`src/rtl/cache_flush_pkg.sv`:
```
// ---------------------------------------------------------------------------
// cache_flush_pkg
// Shared definitions for the cache flush sequencer: the FSM state type and
// the encoding constants behind it.
//
// Configuration macro: CACHE_FLUSH_INVALIDATE_EN
//   defined   -> the S_INVAL state exists (invalidate-all pulse after walk)
//   undefined -> S_INVAL is not part of the state type
// ---------------------------------------------------------------------------
package cache_flush_pkg;

    localparam logic [2:0] ST_IDLE_ENC      = 3'd0;
    localparam logic [2:0] ST_READ_ENC      = 3'd1;
    localparam logic [2:0] ST_CHECK_ENC     = 3'd2;
    localparam logic [2:0] ST_WRITEBACK_ENC = 3'd3;
    localparam logic [2:0] ST_INVAL_ENC     = 3'd4;
    localparam logic [2:0] ST_DONE_ENC      = 3'd5;

    typedef enum logic [2:0] {
        S_IDLE      = ST_IDLE_ENC,
        S_READ      = ST_READ_ENC,
        S_CHECK     = ST_CHECK_ENC,
        S_WRITEBACK = ST_WRITEBACK_ENC,
`ifdef CACHE_FLUSH_INVALIDATE_EN
        S_INVAL     = ST_INVAL_ENC,
`endif
        S_DONE      = ST_DONE_ENC
    } flush_state_t;

endpackage

```
`src/rtl/cache_flush_cnt.sv`:
```
// ---------------------------------------------------------------------------
// cache_flush_cnt
// Line pointer for the flush walk: a SETLEN-bit set counter (outer loop) and
// a one-hot way rotator (inner loop, LSB to MSB).
//
// Ports:
//   clk      in   clock, rising edge
//   reset    in   asynchronous active-low reset (set=0, way=one-hot bit 0)
//   load     in   restart the walk at set 0 / way bit 0
//   advance  in   step to the next line
//   FlushAdr out  current set index
//   FlushWay out  current one-hot way
//   Last     out  current line is the final one (last set, MSB way)
// ---------------------------------------------------------------------------
module cache_flush_cnt
    import cache_flush_pkg::*;
#(
    parameter int NUMWAYS  = 4,
    parameter int NUMLINES = 128,
    parameter int SETLEN   = $clog2(NUMLINES)
) (
    input  logic               clk,
    input  logic               reset,
    input  logic               load,
    input  logic               advance,
    output logic [SETLEN-1:0]  FlushAdr,
    output logic [NUMWAYS-1:0] FlushWay,
    output logic               Last
);

    logic [SETLEN-1:0]  set_q, set_d;
    logic [NUMWAYS-1:0] way_q, way_d;
    logic               last_set;

    assign last_set = (set_q == SETLEN'(NUMLINES - 1));

    // Way rotates left every step; the set only moves when the way wraps
    // from MSB back to LSB. The set is held at its maximum so it can never
    // run past the last set even if advance is raised on the final line.
    always_comb begin
        set_d = set_q;
        way_d = way_q;
        if (load) begin
            set_d = '0;
            way_d = NUMWAYS'(1);
        end else if (advance) begin
            way_d = {way_q[NUMWAYS-2:0], way_q[NUMWAYS-1]};
            if (way_q[NUMWAYS-1] && !last_set) begin
                set_d = set_q + SETLEN'(1);
            end
        end
    end

    always_ff @(posedge clk or negedge reset) begin
        if (!reset) begin
            set_q <= '0;
            way_q <= NUMWAYS'(1);
        end else begin
            set_q <= set_d;
            way_q <= way_d;
        end
    end

    assign FlushAdr = set_q;
    assign FlushWay = way_q;
    assign Last     = last_set && way_q[NUMWAYS-1];

endmodule

```
`src/rtl/cache_flush_seq.sv`:
```
// ---------------------------------------------------------------------------
// cache_flush_seq
// Walks every set/way of the cache, writes back lines that are valid and
// dirty, clears their dirty bits and signals completion with Done.
//
// Ports:
//   clk           in   clock, rising edge
//   reset         in   asynchronous active-low reset
//   Start         in   one-cycle flush request (ignored while Busy)
//   LineValid     in   valid bit of the addressed line, one cycle after read
//   LineDirty     in   dirty bit of the addressed line, same timing
//   WBAck         in   bus accepted the current writeback
//   Busy          out  walk in progress
//   FlushAdr      out  set index being examined
//   FlushWay      out  one-hot way being examined
//   ArrayRdEn     out  tag/dirty array read strobe
//   WBReq         out  writeback request for the current line
//   ClearDirty    out  clear the dirty bit at FlushAdr/FlushWay
//   InvalidateAll out  clear every valid bit (only with the macro below)
//   Done          out  one-cycle completion pulse
//
// Configuration macro: CACHE_FLUSH_INVALIDATE_EN
//   defined   -> after the last line an S_INVAL cycle pulses InvalidateAll
//   undefined -> the walk ends directly in S_DONE, InvalidateAll is 0
// ---------------------------------------------------------------------------
module cache_flush_seq
    import cache_flush_pkg::*;
#(
    parameter int NUMWAYS  = 4,
    parameter int NUMLINES = 128,
    parameter int SETLEN   = $clog2(NUMLINES)
) (
    input  logic               clk,
    input  logic               reset,
    input  logic               Start,
    input  logic               LineValid,
    input  logic               LineDirty,
    input  logic               WBAck,
    output logic               Busy,
    output logic [SETLEN-1:0]  FlushAdr,
    output logic [NUMWAYS-1:0] FlushWay,
    output logic               ArrayRdEn,
    output logic               WBReq,
    output logic               ClearDirty,
    output logic               InvalidateAll,
    output logic               Done
);

    // State that follows the final line once it has been handled.
`ifdef CACHE_FLUSH_INVALIDATE_EN
    localparam flush_state_t END_STATE = S_INVAL;
`else
    localparam flush_state_t END_STATE = S_DONE;
`endif

    flush_state_t state_q, state_d;
    logic         cnt_load;
    logic         cnt_advance;
    logic         last_line;

    cache_flush_cnt #(
        .NUMWAYS  (NUMWAYS),
        .NUMLINES (NUMLINES),
        .SETLEN   (SETLEN)
    ) u_cnt (
        .clk      (clk),
        .reset    (reset),
        .load     (cnt_load),
        .advance  (cnt_advance),
        .FlushAdr (FlushAdr),
        .FlushWay (FlushWay),
        .Last     (last_line)
    );

    // A clean line and an acknowledged writeback leave the line the same
    // way: step to the next line, or finish if this was the final one.
    always_comb begin
        state_d       = state_q;
        cnt_load      = 1'b0;
        cnt_advance   = 1'b0;
        Busy          = (state_q != S_IDLE);
        ArrayRdEn     = 1'b0;
        WBReq         = 1'b0;
        ClearDirty    = 1'b0;
        InvalidateAll = 1'b0;
        Done          = 1'b0;
        case (state_q)
            S_IDLE: begin
                if (Start) begin
                    cnt_load = 1'b1;
                    state_d  = S_READ;
                end
            end
            S_READ: begin
                ArrayRdEn = 1'b1;
                state_d   = S_CHECK;
            end
            S_CHECK: begin
                if (LineValid && LineDirty) begin
                    state_d = S_WRITEBACK;
                end else if (!last_line) begin
                    cnt_advance = 1'b1;
                    state_d     = S_READ;
                end else begin
                    state_d = END_STATE;
                end
            end
            S_WRITEBACK: begin
                WBReq = 1'b1;
                if (WBAck) begin
                    ClearDirty = 1'b1;
                    if (!last_line) begin
                        cnt_advance = 1'b1;
                        state_d     = S_READ;
                    end else begin
                        state_d = END_STATE;
                    end
                end
            end
`ifdef CACHE_FLUSH_INVALIDATE_EN
            S_INVAL: begin
                InvalidateAll = 1'b1;
                state_d       = S_DONE;
            end
`endif
            S_DONE: begin
                Done    = 1'b1;
                state_d = S_IDLE;
            end
            default: begin
                state_d = S_IDLE;
            end
        endcase
    end

    always_ff @(posedge clk or negedge reset) begin
        if (!reset) begin
            state_q <= S_IDLE;
        end else begin
            state_q <= state_d;
        end
    end

endmodule

```
`config.mk`:
```
export PLATFORM = sky130hd
export DESIGN_NAME = cache_flush_seq
export DESIGN_NICKNAME = d
export VERILOG_FILES = /design/src/rtl/cache_flush_pkg.sv /design/src/rtl/cache_flush_cnt.sv /design/src/rtl/cache_flush_seq.sv
export SDC_FILE = /design/constraint.sdc
export NUM_CORES = 1
export LEC_CHECK = 0
export ABC_AREA = 1
export BUFFER_PORTS_ARGS = -buffer_cell sky130_fd_sc_hd__clkbuf_2
export CAP_MARGIN = 20
export CORE_UTILIZATION = 49
export CTS_CLUSTER_DIAMETER = 60
export DETAILED_ROUTE_END_ITERATION = 12
export PLACE_DENSITY = 0.86
export SETUP_SLACK_MARGIN = 0.15
export SYNTH_ARGS = -nofsm -noshare
export SYNTH_HDL_FRONTEND = slang
export SYNTH_SLANG_ARGS = --single-unit
```
`constraint.sdc`:
```
create_clock -name clk -period 1.8 [get_ports clk]
set_input_delay 0.45 -clock clk [delete_from_list [all_inputs] [get_ports clk]]
set_output_delay 0.45 -clock clk [all_outputs]
set_load 0.01 [all_outputs]
```
==> results.json <==
{
  "cts_buffers": 3,
  "drt_iter0_drc": 15,
  "dieArea_sq_um": 1830,
  "grtUsageTotal_pct": 20.3,
  "slowest_delay_ns": 0.45,
  "syn_area_sq_um": 813,
  "finalHoldViolCount": 0,
  "grtUsageMet2_pct": 32.4,
  "clock.fmax_ghz": 0.625,
  "syn-num-nets": 105,
  "required_ns": 1.35,
  "dp.cells": 133,
  "routed_wirelength_um": 1670,
  "cts_max_level": 1,
  "grtUsageMet1_pct": 26.9,
  "ctsLongestPathBuffers": 2,
  "grt_pass1_wl_um": 2760,
  "fin_tns_setup_ns": 0,
  "cts_tree": "yes",
  "finalMaxSlewViolations": 0,
  "cp.arrival_ns": 1.15,
  "yosys_warnings": 0,
  "mostFrequentLayoutCell": "nand2_1",
  "routed_via_density": 5.10,
  "final_cell_mix": "22 x nand2_1, 17 x clkbuf_2, 12 x inv_1",
  "peakVddDrop_mv": 0.952,
  "hold_path_class": "input pin to asynchronous set/reset pin",
  "syn_to_final_growth_pct": 22.3,
  "grt_most_used_layer": "met2",
  "period_share_pct": 88.9,
  "vias": 714,
  "root_buffer": "clkbuf_4",
  "rsz0062_at_grt": "true",
  "ys_seq_area_share_pct": 43.2,
  "syn_inst": 98,
  "timing.hold.ws_ns": 0.0641,
  "drive_gt1_share_pct": 36.3,
  "cts.reportedPaths.clkPinSlew_ns": 0.08,
  "grtUsageMet3_pct": 2.55,
  "antenna_found_initial": 0,
  "ctsHoldBuffers": 0,
  "hpwlAfterDp_um": 1290,
  "regArea_sq_um": 354,
  "power.density_nw_per_um2": 1490,
  "fin_skew_ns": 0.00125,
  "crit_chain": "inv_2, nand2_2, nor2_2, buf_2",
  "crit_slowest_cell": "dfrtp_2",
  "nFillCells": 128,
  "n_antenna_cell": 0,
  "p_leak_uw": 0.000533,
  "endpoint_kind": "output pin",
  "core-area_sq_um": 1520,
  "ys_types": 27,
  "die_h_um": 42.7,
  "clock_sinks": 14,
  "start_kind": "flip-flop",
  "period_needed_ns": 1.60,
  "setup_violations": 0,
  "final_util_pct": 65.3,
  "crit_fanout": 4,
  "ioPinCount": 23,
  "grt_max_degree": 15,
  "antenna_left": 0,
  "fin_cells": 140,
  "start_util_pct": 53.4,
  "die_w_um": 42.7,
  "overflow": 0,
  "status": "finished, final reports clean",
  "syn_avg_cell_area_sq_um": 8.30,
  "multiInputGateArea_sq_um": 397,
  "gp_congestion": 0.862,
  "critical_path_class": "flip-flop to output pin",
  "grt_pass1_vias": 659,
  "clk_latency_ns": 0.27,
  "row_count": 14,
  "first_pass_iters": 4,
  "drc": 0,
  "ys_ff_latch": 14,
  "cap_violations": 0,
  "final_nets": 132,
  "io_buffers": 21,
  "wl_per_cell_um": 11.9
}
[through the flow]
stage               area, sq um  setup WS (ns)  power (uW)
floorplan                   813          0.384        1020
global placement            926          0.363        1200
detailed placement          926          0.313        1220
CTS                         965          0.158        1450
global route                995          0.137        1590
finish                      995          0.201        1480
[per-layer routing]
metal	share of wire, %	vias up
met5	0	-
li1	-	371
met3	4.1	2
met4	1.1	0
met1	44	323
met2	51	18
[final timing paths]
check,start,endpoint,slack [ns],cells after the start
hold reg to reg,u_cnt.FlushWay[0]$_DFFE_PN1P_,u_cnt.FlushWay[0]$_DFFE_PN1P_,0.53,2
setup reg to reg,u_cnt.FlushAdr[0]$_DFFE_PN0P_,u_cnt.FlushAdr[4]$_DFFE_PN0P_,0.30,9
setup / recovery,state_q[2]$_DFFE_PN0P_,WBReq,0.20,4
hold / removal,reset,u_cnt.FlushAdr[4]$_DFFE_PN0P_,0.06,1
min in group clk,WBAck,state_q[0]$_DFFE_PN0P_,0.52,4
max in group asynchronous,reset,u_cnt.FlushWay[0]$_DFFE_PN1P_,1.44,1
[power breakdown]
group          total, uW  internal, uW  switching [uW]
sequential           534           412             122
combinational        729           279             450
clock                217           123            94.4
total               1480           813             666
[kinds of logic after synthesis]
family,after synthesis,share of synthesized area [%]
other cells,1,0.461
buf+inv,18,8.92
xor+xnor,3,3.23
compound gates,9,7.08
flops,14,43.2
simple gates,52,35.5
fa+ha+maj,1,1.54
[cells in the mapped netlist, drive strengths merged]
cell    instances  area share [%]
nand4           6             4.6
clkinv          1            0.46
conb            1            0.46
o21ai           2             1.2
nor2           11             6.0
xor2            2             2.2
dfrtp          13              40
o221ai          1             1.1
buf             2             1.5
inv            15             6.9
ha              1             1.5
dfstp           1             3.2
xnor2           1             1.1
nand2          28              18
nand3           6             5.8
o22ai           3             2.3
nor3            1            0.61
o211ai          1            0.92
a31oi           2             1.5
[worst max-delay path: cells and delay by family, from the launching register on]
kind          cells  cell delay [ns]
buf+inv           2             0.25
flops             1             0.45
simple gates      2             0.19
[area by class of cell]
cell class	count	area share [%]
tap	16	2.01
inverter	16	6.04
clock buffer	4	3.65
timing repair buffer	24	12.8
multi-input combinational	66	39.9
sequential	14	35.6
[flip-flops by register name (all words and copies together), names as in the netlist]
signal / flops
state_q: 3
u_cnt.FlushAdr: 7
u_cnt.FlushWay: 4
[what timing repair did]
action	in CTS	in global routing
cloned	0	0
setup endpoints to repair	1	4
buffers inserted	0	3
pin swaps	0	1
resized for setup	1	9
No activity file was read; power rests on OpenSTA's default activity.
